<file path="src/rtl/time_set_ctrl_pkg.sv">
// Shared widths, limits, FSM encoding and field-wrap helpers for the
// time-setting front end.
package time_set_ctrl_pkg;

  localparam int HOURS_W = 5;
  localparam int MINS_W  = 6;

  localparam logic [HOURS_W-1:0] MAX_HOUR = 5'd23;
  localparam logic [MINS_W-1:0]  MAX_MIN  = 6'd59;

  typedef enum logic [1:0] {
    ST_RUN    = 2'd0,
    ST_EDIT_H = 2'd1,
    ST_EDIT_M = 2'd2,
    ST_COMMIT = 2'd3
  } state_e;

  // Wrap is decided by compare so out-of-range captured values just count up.
  function automatic logic [HOURS_W-1:0] next_hour(input logic [HOURS_W-1:0] h);
    return (h == MAX_HOUR) ? '0 : h + 1'b1;
  endfunction

  function automatic logic [MINS_W-1:0] next_min(input logic [MINS_W-1:0] m);
    return (m == MAX_MIN) ? '0 : m + 1'b1;
  endfunction

endpackage

</file>
<file path="src/rtl/time_set_ctrl_btn_conditioner.sv">
// Pushbutton conditioner: 2-flop synchronizer, debounce, registered press
// pulse and, when REPEAT_EN is set, hold-to-repeat pulses.
module btn_conditioner #(
  parameter int DEB_CYCLES   = 3,
  parameter int REPEAT_DELAY = 8,
  parameter int REPEAT_RATE  = 2,
  parameter bit REPEAT_EN    = 1'b0
) (
  input  logic clk,
  input  logic rst,
  input  logic btn_raw,
  output logic pulse
);

  localparam int DEB_W   = $clog2(DEB_CYCLES + 1);
  localparam int RPT_MAX = (REPEAT_DELAY > REPEAT_RATE) ? REPEAT_DELAY : REPEAT_RATE;
  localparam int RPT_W   = $clog2(RPT_MAX + 1);

  localparam logic [DEB_W-1:0] DEB_LAST   = DEB_W'(DEB_CYCLES - 1);
  localparam logic [RPT_W-1:0] RPT_DELAY1 = RPT_W'(REPEAT_DELAY - 1);
  localparam logic [RPT_W-1:0] RPT_RATE1  = RPT_W'(REPEAT_RATE - 1);

  logic             sync0_q, sync0_d;
  logic             sync1_q, sync1_d;
  logic [DEB_W-1:0] deb_cnt_q, deb_cnt_d;
  logic             acc_q, acc_d;
  logic             acc_prev_q, acc_prev_d;
  logic [RPT_W-1:0] rpt_cnt_q, rpt_cnt_d;
  logic             pulse_q, pulse_d;
  logic             press;
  logic             rpt_fire;

  // Next-state: accepted level flips only after DEB_CYCLES consecutive
  // disagreeing samples; repeat timer reloads on press, counts while held.
  always_comb begin
    sync0_d    = btn_raw;
    sync1_d    = sync0_q;
    deb_cnt_d  = deb_cnt_q;
    acc_d      = acc_q;
    acc_prev_d = acc_q;
    rpt_cnt_d  = rpt_cnt_q;
    rpt_fire   = 1'b0;

    if (sync1_q == acc_q) begin
      deb_cnt_d = '0;
    end else if (deb_cnt_q == DEB_LAST) begin
      acc_d     = sync1_q;
      deb_cnt_d = '0;
    end else begin
      deb_cnt_d = deb_cnt_q + 1'b1;
    end

    press = acc_q & ~acc_prev_q;

    if (REPEAT_EN) begin
      if (press) begin
        rpt_cnt_d = RPT_DELAY1;
      end else if (acc_q) begin
        if (rpt_cnt_q == '0) begin
          rpt_fire  = 1'b1;
          rpt_cnt_d = RPT_RATE1;
        end else begin
          rpt_cnt_d = rpt_cnt_q - 1'b1;
        end
      end
    end

    pulse_d = press | rpt_fire;
  end

  // Register all conditioner state.
  always_ff @(posedge clk or negedge rst) begin
    if (!rst) begin
      sync0_q    <= 1'b0;
      sync1_q    <= 1'b0;
      deb_cnt_q  <= '0;
      acc_q      <= 1'b0;
      acc_prev_q <= 1'b0;
      rpt_cnt_q  <= '0;
      pulse_q    <= 1'b0;
    end else begin
      sync0_q    <= sync0_d;
      sync1_q    <= sync1_d;
      deb_cnt_q  <= deb_cnt_d;
      acc_q      <= acc_d;
      acc_prev_q <= acc_prev_d;
      rpt_cnt_q  <= rpt_cnt_d;
      pulse_q    <= pulse_d;
    end
  end

  assign pulse = pulse_q;

endmodule

</file>
<file path="src/rtl/time_set_ctrl.sv">
// Time-setting front end: mode/inc buttons drive a RUN/EDIT_H/EDIT_M/COMMIT
// FSM that builds an hour/minute preset and strobes load_en for one cycle.
//
//   state     | meaning
//   ----------+-----------------------------------------------------------
//   ST_RUN    | counter free-running, preset idle, inc ignored
//   ST_EDIT_H | editing hours, hour digits blink
//   ST_EDIT_M | editing minutes, minute digits blink
//   ST_COMMIT | one-cycle load_en, then back to RUN
module time_set_ctrl
  import time_set_ctrl_pkg::*;
#(
  parameter int DEB_CYCLES     = 3,
  parameter int REPEAT_DELAY   = 8,
  parameter int REPEAT_RATE    = 2,
  parameter int TIMEOUT_CYCLES = 30,
  parameter int BLINK_HALF     = 2
) (
  input  logic               clk,
  input  logic               rst,
  input  logic               btn_mode,
  input  logic               btn_inc,
  input  logic [HOURS_W-1:0] cur_hours,
  input  logic [MINS_W-1:0]  cur_minutes,
  output logic [HOURS_W-1:0] set_hours,
  output logic [MINS_W-1:0]  set_minutes,
  output logic               load_en,
  output logic               blink_hours,
  output logic               blink_mins,
  output logic               edit_active
);

  localparam int TMO_W = $clog2(TIMEOUT_CYCLES + 1);
  localparam int BLK_W = $clog2(BLINK_HALF + 1);

  localparam logic [TMO_W-1:0] TMO_LOAD = TMO_W'(TIMEOUT_CYCLES - 1);
  localparam logic [BLK_W-1:0] BLK_LOAD = BLK_W'(BLINK_HALF - 1);

  logic mode_p;
  logic inc_p;

  btn_conditioner #(
    .DEB_CYCLES  (DEB_CYCLES),
    .REPEAT_DELAY(REPEAT_DELAY),
    .REPEAT_RATE (REPEAT_RATE),
    .REPEAT_EN   (1'b0)
  ) u_mode (
    .clk    (clk),
    .rst    (rst),
    .btn_raw(btn_mode),
    .pulse  (mode_p)
  );

  btn_conditioner #(
    .DEB_CYCLES  (DEB_CYCLES),
    .REPEAT_DELAY(REPEAT_DELAY),
    .REPEAT_RATE (REPEAT_RATE),
    .REPEAT_EN   (1'b1)
  ) u_inc (
    .clk    (clk),
    .rst    (rst),
    .btn_raw(btn_inc),
    .pulse  (inc_p)
  );

  state_e             state_q, state_d;
  logic [HOURS_W-1:0] set_hours_q, set_hours_d;
  logic [MINS_W-1:0]  set_minutes_q, set_minutes_d;
  logic [TMO_W-1:0]   tmo_q, tmo_d;
  logic [BLK_W-1:0]   blk_q, blk_d;
  logic               phase_q, phase_d;
  logic               load_en_q, load_en_d;
  logic               blink_hours_q, blink_hours_d;
  logic               blink_mins_q, blink_mins_d;
  logic               edit_active_q, edit_active_d;

  // Next-state: mode has priority over inc; timeout only when no press this cycle.
  always_comb begin
    state_d       = state_q;
    set_hours_d   = set_hours_q;
    set_minutes_d = set_minutes_q;
    tmo_d         = tmo_q;
    blk_d         = blk_q;
    phase_d       = phase_q;

    case (state_q)
      ST_RUN: begin
        if (mode_p) begin
          state_d       = ST_EDIT_H;
          set_hours_d   = cur_hours;
          set_minutes_d = cur_minutes;
        end
      end
      ST_EDIT_H: begin
        if (mode_p)              state_d     = ST_EDIT_M;
        else if (inc_p)          set_hours_d = next_hour(set_hours_q);
        else if (tmo_q == '0)    state_d     = ST_RUN;
        else                     tmo_d       = tmo_q - 1'b1;
      end
      ST_EDIT_M: begin
        if (mode_p)              state_d       = ST_COMMIT;
        else if (inc_p)          set_minutes_d = next_min(set_minutes_q);
        else if (tmo_q == '0)    state_d       = ST_RUN;
        else                     tmo_d         = tmo_q - 1'b1;
      end
      ST_COMMIT: state_d = ST_RUN;
      default:   state_d = ST_RUN;
    endcase

    if ((state_d != state_q) || mode_p || inc_p) tmo_d = TMO_LOAD;

    if (state_d != state_q) begin
      phase_d = 1'b0;
      blk_d   = BLK_LOAD;
    end else if (blk_q == '0) begin
      phase_d = ~phase_q;
      blk_d   = BLK_LOAD;
    end else begin
      blk_d = blk_q - 1'b1;
    end

    load_en_d     = (state_d == ST_COMMIT);
    edit_active_d = (state_d != ST_RUN);
    blink_hours_d = (state_d == ST_EDIT_H) & phase_d;
    blink_mins_d  = (state_d == ST_EDIT_M) & phase_d;
  end

  // FSM, preset, timer and registered outputs.
  always_ff @(posedge clk or negedge rst) begin
    if (!rst) begin
      state_q       <= ST_RUN;
      set_hours_q   <= '0;
      set_minutes_q <= '0;
      tmo_q         <= '0;
      blk_q         <= '0;
      phase_q       <= 1'b0;
      load_en_q     <= 1'b0;
      blink_hours_q <= 1'b0;
      blink_mins_q  <= 1'b0;
      edit_active_q <= 1'b0;
    end else begin
      state_q       <= state_d;
      set_hours_q   <= set_hours_d;
      set_minutes_q <= set_minutes_d;
      tmo_q         <= tmo_d;
      blk_q         <= blk_d;
      phase_q       <= phase_d;
      load_en_q     <= load_en_d;
      blink_hours_q <= blink_hours_d;
      blink_mins_q  <= blink_mins_d;
      edit_active_q <= edit_active_d;
    end
  end

  assign set_hours   = set_hours_q;
  assign set_minutes = set_minutes_q;
  assign load_en     = load_en_q;
  assign blink_hours = blink_hours_q;
  assign blink_mins  = blink_mins_q;
  assign edit_active = edit_active_q;

endmodule

</file>
<file path="config.mk">
export PLATFORM = sky130hd
export DESIGN_NAME = time_set_ctrl
export DESIGN_NICKNAME = d
export VERILOG_FILES = /design/src/rtl/time_set_ctrl_pkg.sv /design/src/rtl/time_set_ctrl_btn_conditioner.sv /design/src/rtl/time_set_ctrl.sv
export SDC_FILE = /design/constraint.sdc
export NUM_CORES = 1
export LEC_CHECK = 0
export BUFFER_PORTS_ARGS = -buffer_cell sky130_fd_sc_hd__buf_2
export CELL_PAD_IN_SITES_DETAIL_PLACEMENT = 1
export CELL_PAD_IN_SITES_GLOBAL_PLACEMENT = 1
export CORE_MARGIN = 8
export CORE_UTILIZATION = 50
export CTS_BUF_LIST = sky130_fd_sc_hd__clkbuf_2 sky130_fd_sc_hd__clkbuf_4 sky130_fd_sc_hd__clkbuf_8
export CTS_CLUSTER_DIAMETER = 60
export CTS_CLUSTER_SIZE = 8
export DETAILED_ROUTE_END_ITERATION = 10
export PLACE_DENSITY_LB_ADDON = 0.1
export SKIP_CTS_REPAIR_TIMING = 1
export SYNTH_ARGS = -nofsm -noshare
export SYNTH_HDL_FRONTEND = slang
export SYNTH_HIERARCHICAL = 1
export SYNTH_SLANG_ARGS = --single-unit
</file>
<file path="constraint.sdc">
create_clock -name clk -period 3.41 [get_ports clk]
set_input_delay 0.341 -clock clk [delete_from_list [all_inputs] [get_ports clk]]
set_output_delay 0.341 -clock clk [all_outputs]
set_load 0.005 [all_outputs]
</file>
==> results of run 1 <==
cell families after synthesis:
kind of cell | share of synthesized area (%)
AOI/OAI and AO/OA | 18.38
xor gates and xnor gates | 2.841
adders and majority gates | 4.058
buffers and inverters | 4.522
DFF | 49.85
muxes | 3.130
and+or+nand+nor | 17.22
power breakdown:
| group | internal (mW) | switching (mW) |
|---|---|---|
| registers | 0.704 | 0.237 |
| clock network | 0.301 | 0.173 |
| logic | 0.463 | 0.575 |
metal layers:
metal  GRT usage (%)  vias to the layer above
li1                -                      798
met1           20.65                      845
met2           27.13                       50
met3           4.376                        7
met4           6.140                        0
met5               0                        -
how the worst max path moves through the flow:
stage                         startpoint                  endpoint  slack [ns]  depth (start not counted)
floorplan           state_q[1]$_DFF_PN0_  set_hours[0]$_DFFE_PN0P_        1.47                          7
global placement    state_q[1]$_DFF_PN0_  set_hours[0]$_DFFE_PN0P_        1.28                          5
detailed placement  state_q[1]$_DFF_PN0_  set_hours[0]$_DFFE_PN0P_        1.12                          5
CTS                 state_q[1]$_DFF_PN0_  set_hours[0]$_DFFE_PN0P_        1.11                          5
global route        state_q[1]$_DFF_PN0_  set_hours[0]$_DFFE_PN0P_        0.96                          5
finish              state_q[1]$_DFF_PN0_  set_hours[0]$_DFFE_PN0P_        1.10                          5
worst reg2reg max path: cells and delay by family, from the launching register on:
family / cells / cell delay (ns)
multiplexers: 1 / 0.41
AND/OR/NAND/NOR: 1 / 0.27
buffers and inverters: 1 / 0.13
AO/OA/AOI/OAI: 1 / 0.45
flip-flops: 1 / 0.48
adder cells (fa/ha/maj): 1 / 0.46
sequential cells by signal (all words and copies together) (netlist names), 2 cells and up:
| signal | flops |
|---|---|
| blk_q | 2 |
| set_hours | 5 |
| set_minutes | 6 |
| state_q | 2 |
| tmo_q | 5 |
| u_inc/deb_cnt_q | 2 |
| u_inc/rpt_cnt_q | 4 |
| u_mode/deb_cnt_q | 2 |
metrics by stage:
| step | power [mW] | worst slack (ns) | utilization (%) |
|---|---|---|---|
| 6_report | 2.452 | 1.099 | 58.04 |
| 5_1_grt | 2.648 | 0.9575 | 58.04 |
| 4_1_cts | 2.465 | 1.106 | 58.04 |
| 3_5_place_dp | 1.976 | 1.123 | 54.84 |
| 3_3_place_gp | 1.876 | 1.280 | 54.84 |
| 2_1_floorplan | 1.658 | 1.467 | - |
cell type report:
cell class	instances	share of cell area [%]
inverter	18	2.730
tap	52	2.629
timing repair buffer	29	5.865
sequential	43	43.48
clock buffer	6	3.084
multi-input combinational	139	39.79
clock inverter	2	2.427
cells in the final DEF (no fill, tap or decap), drive strengths merged, types with 3 or more instances in the layout:
| master | n |
|---|---|
| dfrtp | 43 |
| ha | 7 |
| nor2 | 8 |
| o221ai | 3 |
| xnor2 | 3 |
| nand3 | 6 |
| o21ai | 13 |
| and3 | 3 |
| nor3 | 7 |
| nand2 | 18 |
| buf | 29 |
| inv | 18 |
| mux2i | 3 |
| o211ai | 4 |
| nor2b | 6 |
| nor3b | 3 |
| a21oi | 4 |
| o22ai | 4 |
| clkbuf | 6 |
| o21a | 3 |
| xor2 | 4 |
| mux2 | 3 |
| nand3b | 3 |
==> implementation parameters, run 1 <==
Parameter                              Value

Outcome
  Run status ... finished clean

Timing
  Worst clock skew ... 0.003407 ns
  Endpoints failing hold ... 0
  Worst slew margin ... 37.04%
  Post-layout min period ... 2.311 ns
  Setup tns final ... 0 ns
  Total setup violations reported at the end of the flow ... 0
  Fmax ... 432.8 MHz
  Post-Route Hold Slack ... 0.1448 ns
  Transition time of the tightest slew-check pin ... 0.9445 ns
  Final Cycle Share ... 67.76%
  Unrepaired setup endpoints after global routing ... false
  Pins over their slew limit ... 0

Cells and area
  Layout overhead on the synthesized area ... 14.67%
  Count of inserted antenna diode cells ... 0
  Final design area excluding fillers ... 2475 um2
  Net count, final ... 258
  Non-filler cells, final ... 289
  Register cell area after layout ... 1076 um2
  Area of combinational cells with multiple inputs ... 984.7 um2
  Layout cell share with drive strength beyond 1 ... 21.10%
  Layout fillers ... 487

Drt
  Average detailed-routed wire length per instance ... 17.32 um
  Drt via density ... 5.882
  Detailed-routed wire length on met2 ... 2419 um
  Via count ... 1700
  Total routed wirelength ... 5006 um
  Post-DRT Antenna Nets ... 0
  Number of optimization iterations in the first detailed-route pass ... 4
  Detailed-routing wirelength on met1 ... 2189 um
  DRC violation count after routing ... 0
  Number of DRC markers after the initial detailed-route iteration ... 94
  Topmost layer with routed signal wires ... met4
  Metal3 WL ... 319 um

Run
  Number of violations of the max-capacitance limit ... 0

Synthesis
  Post-synth cell types ... 59
  Fraction of the yosys area taken by sequential cells ... 49.86%
  Number of enable-type register cells in the synthesized netlist ... 0
  Register bit total from synthesis ... 43
  Synth top cells by count ... sky130_fd_sc_hd__dfrtp_1, sky130_fd_sc_hd__nand2_1, sky130_fd_sc_hd__inv_1
  Main area contributors after synthesis ... sky130_fd_sc_hd__dfrtp_1, sky130_fd_sc_hd__ha_1, sky130_fd_sc_hd__nand2_1
  Cell taking the most area after synthesis ... sky130_fd_sc_hd__dfrtp_1
  Main synth FF type ... sky130_fd_sc_hd__dfrtp_1
  Most numerous cell in the Yosys netlist ... sky130_fd_sc_hd__dfrtp_1
  Ys Warns ... 6
  Post-synth design cell area ... 2158 um2
  Post-synthesis cell count ... 207
  Average cell area after synthesis ... 10.43 um2
  Number of nets in the synthesized netlist ... 229
  Area share of the leading cell type in the synthesized netlist ... 49.86%
  Share of synthesized registers carrying an async set or reset ... 100.0%

Global route
  Largest net degree at the start of global routing ... 44
  Number of antenna violations at the first check in global routing ... 0
  Global-route wire length before repair ... 8694 um
  Remaining Overflow, GRT ... 0
  Number of global-route vias before repair ... 1786
  GRT Util Overall ... 16.59%

Worst setup path
  Data arrival time of the critical path ... 2.50 ns
  Kind of critical path ... flip-flop to flip-flop
  Worst path buffer plus inverter count ... 1
  Critical path launch point type ... flip-flop
  CP cell instances ... inv_1 -> ha_1 -> and3b_1 -> a31oi_1 -> mux2_2
  Worst setup slack for register-to-register paths ... 1.10 ns
  Largest driver fanout on the critical path ... 14
  Gate family responsible for the most delay along the worst path ... flip-flops
  Kind of end point of the critical path ... flip-flop
  Longest individual stage delay on the worst path ... 0.48 ns
  Slowest CP cell ... sky130_fd_sc_hd__dfrtp_1
  CP required ... 3.60 ns
  Launching point of the worst reg2reg path ... state_q[1]$_DFF_PN0_
  Endpoint of the lowest-slack register-to-register path ... set_hours[0]$_DFFE_PN0P_
  Depth of the most critical reg-to-reg path ... 5

Floorplanning
  Die outline height ... 81.70 um
  Core box area ... 4264 um2
  Number of rows created at floorplan ... 24
  Total die area ... 6675 um2
  Starting utilization of the core area ... 50.62%
  Count of pins on the block boundary ... 30
  Die Wd ... 81.70 um

Clock network
  Number of buffers inserted during clock tree synthesis ... 5
  Max H-tree Level ... 2
  CTS root buf ... sky130_fd_sc_hd__clkbuf_8
  Clock sink count ... 43
  Longest Clk Path Bufs ... 2
  Clock-pin slew of the registers on the worst-case setup and hold paths ... 0.08 ns
  Worst-Skew Late Latency ... 0.30 ns
  CTS tree ... done

Hold path
  Endpoint of the worst hold-timing path ... u_mode/sync0_q$_DFF_PN0_
  Hold WC Path Type ... input pin to flip-flop
  Hold Path Cell Cnt ... 1
  Critical hold path startpoint ... btn_mode

Place
  Last weighted congestion value of the routability-driven placer ... 0.7489
  Instance area at placement ... 2338 um2
  Number of I/O port buffers ... 29
  Post-detail-place hpwl ... 3644 um
  Placed Cells incl. Taps ... 281

Power and ir drop
  Standby leakage power ... 1.136 nW
  Power density of the placed cells ... 990.7 nW/um2
  Maximum vdd drop ... 0.4045 mV
Note: power is estimated with default switching activity, not from simulation.
==> run 2: changes to the inputs <==
--- a/config.mk
+++ b/config.mk
@@ -9,7 +9,7 @@
 export CELL_PAD_IN_SITES_DETAIL_PLACEMENT = 1
 export CELL_PAD_IN_SITES_GLOBAL_PLACEMENT = 1
 export CORE_MARGIN = 8
-export CORE_UTILIZATION = 50
+export CORE_UTILIZATION = 46
 export CTS_BUF_LIST = sky130_fd_sc_hd__clkbuf_2 sky130_fd_sc_hd__clkbuf_4 sky130_fd_sc_hd__clkbuf_8
 export CTS_CLUSTER_DIAMETER = 60
 export CTS_CLUSTER_SIZE = 8
==> constraint.sdc (replaced) <==
create_clock -name clk -period 2.2 [get_ports clk]
set_input_delay 0.22 -clock clk [delete_from_list [all_inputs] [get_ports clk]]
set_output_delay 0.22 -clock clk [all_outputs]
set_load 0.005 [all_outputs]
==> implementation parameters, run 2 (same netlist as run 1, synthesis figures left out) <==
Parameter                              Value

Worst setup path
  Worst setup path endpoint ... set_minutes[5]$_DFFE_PN0P_ (was set_hours[0]$_DFFE_PN0P_)
  Data arrival time of the critical path ... 2.25 ns (was 2.50 ns)
  Depth of the most critical reg-to-reg path ... 6 (was 5)
  Critical path launch point type ... flip-flop (unchanged)
  CP required ... 2.39 ns (was 3.60 ns)
  Largest driver fanout on the critical path ... 14 (unchanged)
  Launching point of the worst reg2reg path ... state_q[0]$_DFF_PN0_ (was state_q[1]$_DFF_PN0_)
  Kind of critical path ... flip-flop to flip-flop (unchanged)
  Beginning of the critical path ... state_q[0]$_DFF_PN0_ (was state_q[1]$_DFF_PN0_)
  Worst setup slack for register-to-register paths ... 0.14 ns (was 1.10 ns)
  Kind of end point of the critical path ... flip-flop (unchanged)
  Endpoint of the lowest-slack register-to-register path ... set_minutes[5]$_DFFE_PN0P_ (was set_hours[0]$_DFFE_PN0P_)

Drt
  Number of optimization iterations in the first detailed-route pass ... 4 (unchanged)
  Drt via density ... 5.649 (was 5.882)
  Average detailed-routed wire length per instance ... 16.48 um (was 17.32 um)
  Number of DRC markers after the initial detailed-route iteration ... 70 (was 94)
  DRC violation count after routing ... 0 (unchanged)
  Total routed wirelength ... 4877 um (was 5006 um)
  Via count ... 1672 (was 1700)
  Post-DRT Antenna Nets ... 0 (unchanged)

Floorplanning
  Die Wd ... 84.50 um (was 81.70 um)
  Count of pins on the block boundary ... 30 (unchanged)
  Core box area ... 4629 um2 (was 4264 um2)
  Die outline height ... 84.50 um (was 81.70 um)
  Number of rows created at floorplan ... 25 (was 24)
  Starting utilization of the core area ... 46.62% (was 50.62%)
  Total die area ... 7140 um2 (was 6675 um2)

Global route
  Global-route wire length before repair ... 8549 um (was 8694 um)
  GRT Util Overall ... 14.64% (was 16.59%)
  Number of antenna violations at the first check in global routing ... 0 (unchanged)
  Largest net degree at the start of global routing ... 23 (was 44)
  Number of global-route vias before repair ... 1805 (was 1786)
  Remaining Overflow, GRT ... 0 (unchanged)

Clock network
  Number of buffers inserted during clock tree synthesis ... 5 (unchanged)
  Worst-Skew Late Latency ... 0.30 ns (about the same)
  Max H-tree Level ... 2 (unchanged)
  CTS tree ... done (unchanged)
  Clock-pin slew of the registers on the worst-case setup and hold paths ... 0.08 ns (about the same)
  CTS root buf ... sky130_fd_sc_hd__clkbuf_8 (unchanged)
  Clock sink count ... 43 (unchanged)
  Longest Clk Path Bufs ... 2 (unchanged)

Timing
  Unrepaired setup endpoints after global routing ... false (unchanged)
  Total setup violations reported at the end of the flow ... 0 (unchanged)
  Setup tns final ... 0 ns (unchanged)
  Worst slew margin ... 60.25% (was 37.04%)
  Setup slack of the critical path after layout ... 0.1373 ns (was 1.099 ns)
  Post-layout min period ... 2.063 ns (was 2.311 ns)
  Worst clock skew ... 0.007260 ns (was 0.003407 ns)
  Final Cycle Share ... 93.76% (was 67.76%)
  Pins over their slew limit ... 0 (unchanged)
  Transition time of the tightest slew-check pin ... 0.5880 ns (was 0.9445 ns)
  Endpoints failing hold ... 0 (unchanged)
  Fmax ... 484.8 MHz (was 432.8 MHz)

Place
  Number of I/O port buffers ... 29 (unchanged)
  Worst slack at placement ... 0.1118 ns (was 1.123 ns)
  Post-detail-place hpwl ... 3606 um (was 3644 um)
  Last weighted congestion value of the routability-driven placer ... 0.7625 (was 0.7489)
  Placed Cells incl. Taps ... 287 (was 281)

Cells and area
  Layout cell share with drive strength beyond 1 ... 22.73% (was 21.10%)
  Non-filler cells, final ... 296 (was 289)
  Net count, final ... 263 (was 258)
  Layout overhead on the synthesized area ... 16.75% (was 14.67%)
  Top library cells by usage in the layout, fill and taps aside ... sky130_fd_sc_hd__dfrtp_1, sky130_fd_sc_hd__buf_2, sky130_fd_sc_hd__nand2_1 (unchanged)
  Count of inserted antenna diode cells ... 0 (unchanged)
  Commonest non-fill, non-tap cell in the layout ... sky130_fd_sc_hd__dfrtp_1 (unchanged)
  Flip-flop count of the largest register, all copies and words added ... 6 (unchanged)
  Register cell area after layout ... 1076 um2 (unchanged)
  Area of combinational cells with multiple inputs ... 987.2 um2 (was 984.7 um2)
  Layout fillers ... 521 (was 487)

Power and ir drop
  Standby leakage power ... 1.158 nW (was 1.136 nW)
  Power density of the placed cells ... 1516 nW/um2 (was 990.7 nW/um2)
  Maximum vdd drop ... 0.6082 mV (was 0.4045 mV)

Outcome
  Run status ... finished clean (unchanged)

Run
  Number of violations of the max-capacitance limit ... 0 (unchanged)

Hold path
  Hold WC Path Type ... input pin to flip-flop (unchanged)
## run 2: power breakdown
group / leakage, nW / internal, mW / switching [mW]
sequential: 0.513 / 1.09 / 0.352
combinational: 0.577 / 0.758 / 0.883
clock: 0.0688 / 0.466 / 0.271
## run 2: layer usage
layer | vias to the layer above | GRT usage [%] | part of all wire, %
met5 | - | 0 | 0
met4 | 0 | 4.854 | 1.6
met3 | 7 | 4.585 | 4.8
met2 | 27 | 25.55 | 51
met1 | 824 | 16.43 | 42
li1 | 814 | - | -
## run 2: how the worst min path moves through the flow
stage,start,to,slack (ns),depth (start not counted)
after global placement,rst,set_hours[0]$_DFFE_PN0P_,0.19,1
final,btn_mode,u_mode/sync0_q$_DFF_PN0_,0.03,1
after floorplan,rst,blink_hours$_DFF_PN0_,-0.08,0
after CTS,rst,set_hours[3]$_DFFE_PN0P_,-0.12,1
after global routing,btn_mode,u_mode/sync0_q$_DFF_PN0_,0.02,1
after detailed placement,rst,set_hours[3]$_DFFE_PN0P_,0.22,1
## run 2: stage by stage
stage	utilization [%]	cell area [um2]	hold slack, ns	power, mW
final	54.43	2520	0.02705	3.821
after global routing	54.43	2520	0.01928	4.146
after CTS	54.16	2507	-0.1221	3.857
after detailed placement	51.22	2371	0.2153	3.095
after global placement	51.22	2371	0.1928	2.959
after floorplan	-	2158	-0.07559	2.569
## run 2: final cells by class
class                   instances  area share [%]
flip-flops and latches         43           42.70
multi-input cells             139           39.18
repair buffers                 34           7.349
clock buffers                   6           3.029
inverters                      18           2.681
well taps                      54           2.681
clock inverters                 2           2.383
## run 2: worst max-delay path, stage by stage (launching register included)
cell                      delay, ns
sky130_fd_sc_hd__dfrtp_1       0.48
sky130_fd_sc_hd__inv_1         0.15
sky130_fd_sc_hd__ha_1          0.33
sky130_fd_sc_hd__buf_4         0.22
sky130_fd_sc_hd__o22ai_1       0.37
sky130_fd_sc_hd__o21ai_0       0.19
sky130_fd_sc_hd__a22o_1        0.22
==> run 3: changes to the inputs <==
--- a/config.mk
+++ b/config.mk
@@ -15,6 +15,7 @@
 export CTS_CLUSTER_SIZE = 8
 export DETAILED_ROUTE_END_ITERATION = 10
 export PLACE_DENSITY_LB_ADDON = 0.1
+export RECOVER_POWER = 25
 export SKIP_CTS_REPAIR_TIMING = 1
 export SYNTH_ARGS = -nofsm -noshare
 export SYNTH_HDL_FRONTEND = slang
==> implementation parameters, run 3 (same netlist as run 1, synthesis figures left out) <==
Parameter                              Value

Cells and area
  Net count, final ... 263 (unchanged)
  Layout fillers ... 522 (was 521)
  Flip-flop count of the largest register, all copies and words added ... 6 (unchanged)
  Register cell area after layout ... 1076 um2 (unchanged)
  Layout overhead on the synthesized area ... 16.70% (was 16.75%)
  Final design area excluding fillers ... 2519 um2 (was 2520 um2)
  Top library cells by usage in the layout, fill and taps aside ... sky130_fd_sc_hd__dfrtp_1, sky130_fd_sc_hd__buf_2, sky130_fd_sc_hd__nand2_1 (unchanged)
  Layout cell share with drive strength beyond 1 ... 22.31% (was 22.73%)
  Count of inserted antenna diode cells ... 0 (unchanged)
  Fin util ... 54.41% (was 54.43%)
  Non-filler cells, final ... 296 (unchanged)
  Commonest non-fill, non-tap cell in the layout ... sky130_fd_sc_hd__dfrtp_1 (unchanged)
  Area of combinational cells with multiple inputs ... 987.2 um2 (unchanged)

Timing
  Post-Route Hold Slack ... 0.02699 ns (was 0.02705 ns)
  Setup slack of the critical path after layout ... 0.1376 ns (was 0.1373 ns)
  Endpoints failing hold ... 0 (unchanged)
  Transition time of the tightest slew-check pin ... 1.156 ns (was 0.5880 ns)
  Fmax ... 484.9 MHz (was 484.8 MHz)
  Unrepaired setup endpoints after global routing ... false (unchanged)
  Post-layout min period ... 2.062 ns (was 2.063 ns)
  Worst clock skew ... 0.007248 ns (was 0.007260 ns)
  Pins over their slew limit ... 0 (unchanged)
  Worst slew margin ... 22.93% (was 60.25%)
  Final Cycle Share ... 93.75% (was 93.76%)
  Total setup violations reported at the end of the flow ... 0 (unchanged)
  Setup tns final ... 0 ns (unchanged)

Worst setup path
  CP cell instances ... inv_1 -> ha_1 -> buf_4 -> o22ai_1 -> o21ai_0 -> a22o_1 (unchanged)
  Worst setup slack for register-to-register paths ... 0.14 ns (about the same)
  CP required ... 2.39 ns (about the same)
  Kind of critical path ... flip-flop to flip-flop (unchanged)
  Slowest CP cell ... sky130_fd_sc_hd__dfrtp_1 (unchanged)
  Largest driver fanout on the critical path ... 14 (unchanged)
  Data arrival time of the critical path ... 2.25 ns (about the same)
  Worst path buffer plus inverter count ... 2 (unchanged)
  Longest individual stage delay on the worst path ... 0.48 ns (about the same)
  Gate family responsible for the most delay along the worst path ... compound AO/OA/AOI/OAI gates (unchanged)
  Critical path launch point type ... flip-flop (unchanged)
  Kind of end point of the critical path ... flip-flop (unchanged)

Drt
  Post-DRT Antenna Nets ... 0 (unchanged)
  Via count ... 1673 (was 1672)
  Average detailed-routed wire length per instance ... 16.47 um (was 16.48 um)
  Number of DRC markers after the initial detailed-route iteration ... 70 (unchanged)
  Number of optimization iterations in the first detailed-route pass ... 4 (unchanged)
  DRC violation count after routing ... 0 (unchanged)
  Total routed wirelength ... 4876 um (was 4877 um)
  Drt via density ... 5.652 (was 5.649)

Floorplanning
  Core box area ... 4629 um2 (unchanged)
  Total die area ... 7140 um2 (unchanged)
  Number of rows created at floorplan ... 25 (unchanged)
  Count of pins on the block boundary ... 30 (unchanged)
  Die Wd ... 84.50 um (unchanged)
  Die outline height ... 84.50 um (unchanged)
  Starting utilization of the core area ... 46.62% (unchanged)

Clock network
  Number of buffers inserted during clock tree synthesis ... 5 (unchanged)
  CTS root buf ... sky130_fd_sc_hd__clkbuf_8 (unchanged)
  CTS tree ... done (unchanged)
  Max H-tree Level ... 2 (unchanged)
  Longest Clk Path Bufs ... 2 (unchanged)
  Clock sink count ... 43 (unchanged)
  Clock-pin slew of the registers on the worst-case setup and hold paths ... 0.08 ns (about the same)
  Worst-Skew Late Latency ... 0.30 ns (about the same)

Global route
  Remaining Overflow, GRT ... 0 (unchanged)
  Number of antenna violations at the first check in global routing ... 0 (unchanged)
  GRT Util Overall ... 14.64% (unchanged)
  Number of global-route vias before repair ... 1805 (unchanged)
  Largest net degree at the start of global routing ... 23 (unchanged)
  Global-route wire length before repair ... 8549 um (unchanged)

Place
  Placed Cells incl. Taps ... 287 (unchanged)
  Worst slack at placement ... 0.1118 ns (unchanged)
  Post-detail-place hpwl ... 3606 um (unchanged)
  Last weighted congestion value of the routability-driven placer ... 0.7625 (unchanged)
  Instance area at placement ... 2371 um2 (unchanged)
  Number of I/O port buffers ... 29 (unchanged)

Power and ir drop
  Standby leakage power ... 1.156 nW (was 1.158 nW)
  Overall power consumption ... 3.820 mW (was 3.821 mW)
  Maximum vdd drop ... 0.6082 mV (about the same)
  Power density of the placed cells ... 1517 nW/um2 (was 1516 nW/um2)

Hold path
  Hold WC Path Type ... input pin to flip-flop (unchanged)

Run
  Number of violations of the max-capacitance limit ... 0 (unchanged)

Outcome
  Run status ... finished clean (unchanged)
## run 3: worst paths after layout
path | cells after the start | startpoint | end
setup / recovery | 6 | state_q[0]$_DFF_PN0_ | set_minutes[5]$_DFFE_PN0P_
hold / removal | 1 | btn_mode | u_mode/sync0_q$_DFF_PN0_
setup reg to reg | 6 | state_q[0]$_DFF_PN0_ | set_minutes[5]$_DFFE_PN0P_
hold reg to reg | 0 | u_inc/sync0_q$_DFF_PN0_ | u_inc/sync1_q$_DFF_PN0_
max in group asynchronous | 3 | rst | u_inc/rpt_cnt_q[3]$_DFFE_PN0P_
min in group asynchronous | 2 | rst | set_hours[3]$_DFFE_PN0P_
## run 3: area by class of cell
cell class | count | share of cell area [%]
Tap cell | 54 | 2.683
Multi-Input combinational cell | 139 | 39.20
Clock inverter | 2 | 2.384
Timing Repair Buffer | 34 | 7.303
Sequential cell | 43 | 42.72
Clock buffer | 6 | 3.030
Inverter | 18 | 2.683
## run 3: report_power, final
part	internal (mW)	leakage (nW)	switching [mW]	total, mW
registers	1.09	0.513	0.352	1.44
logic	0.757	0.574	0.883	1.64
clock network	0.466	0.0688	0.271	0.737
## run 3: layer usage
| metal | global-route usage (%) | up-vias | wire length (um) |
|---|---|---|---|
| met2 | 25.55 | 27 | 2497 |
| met3 | 4.585 | 7 | 236 |
| met4 | 4.854 | 0 | 76 |
| met1 | 16.43 | 825 | 2066 |
| met5 | 0 | - | 0 |
| li1 | - | 814 | - |
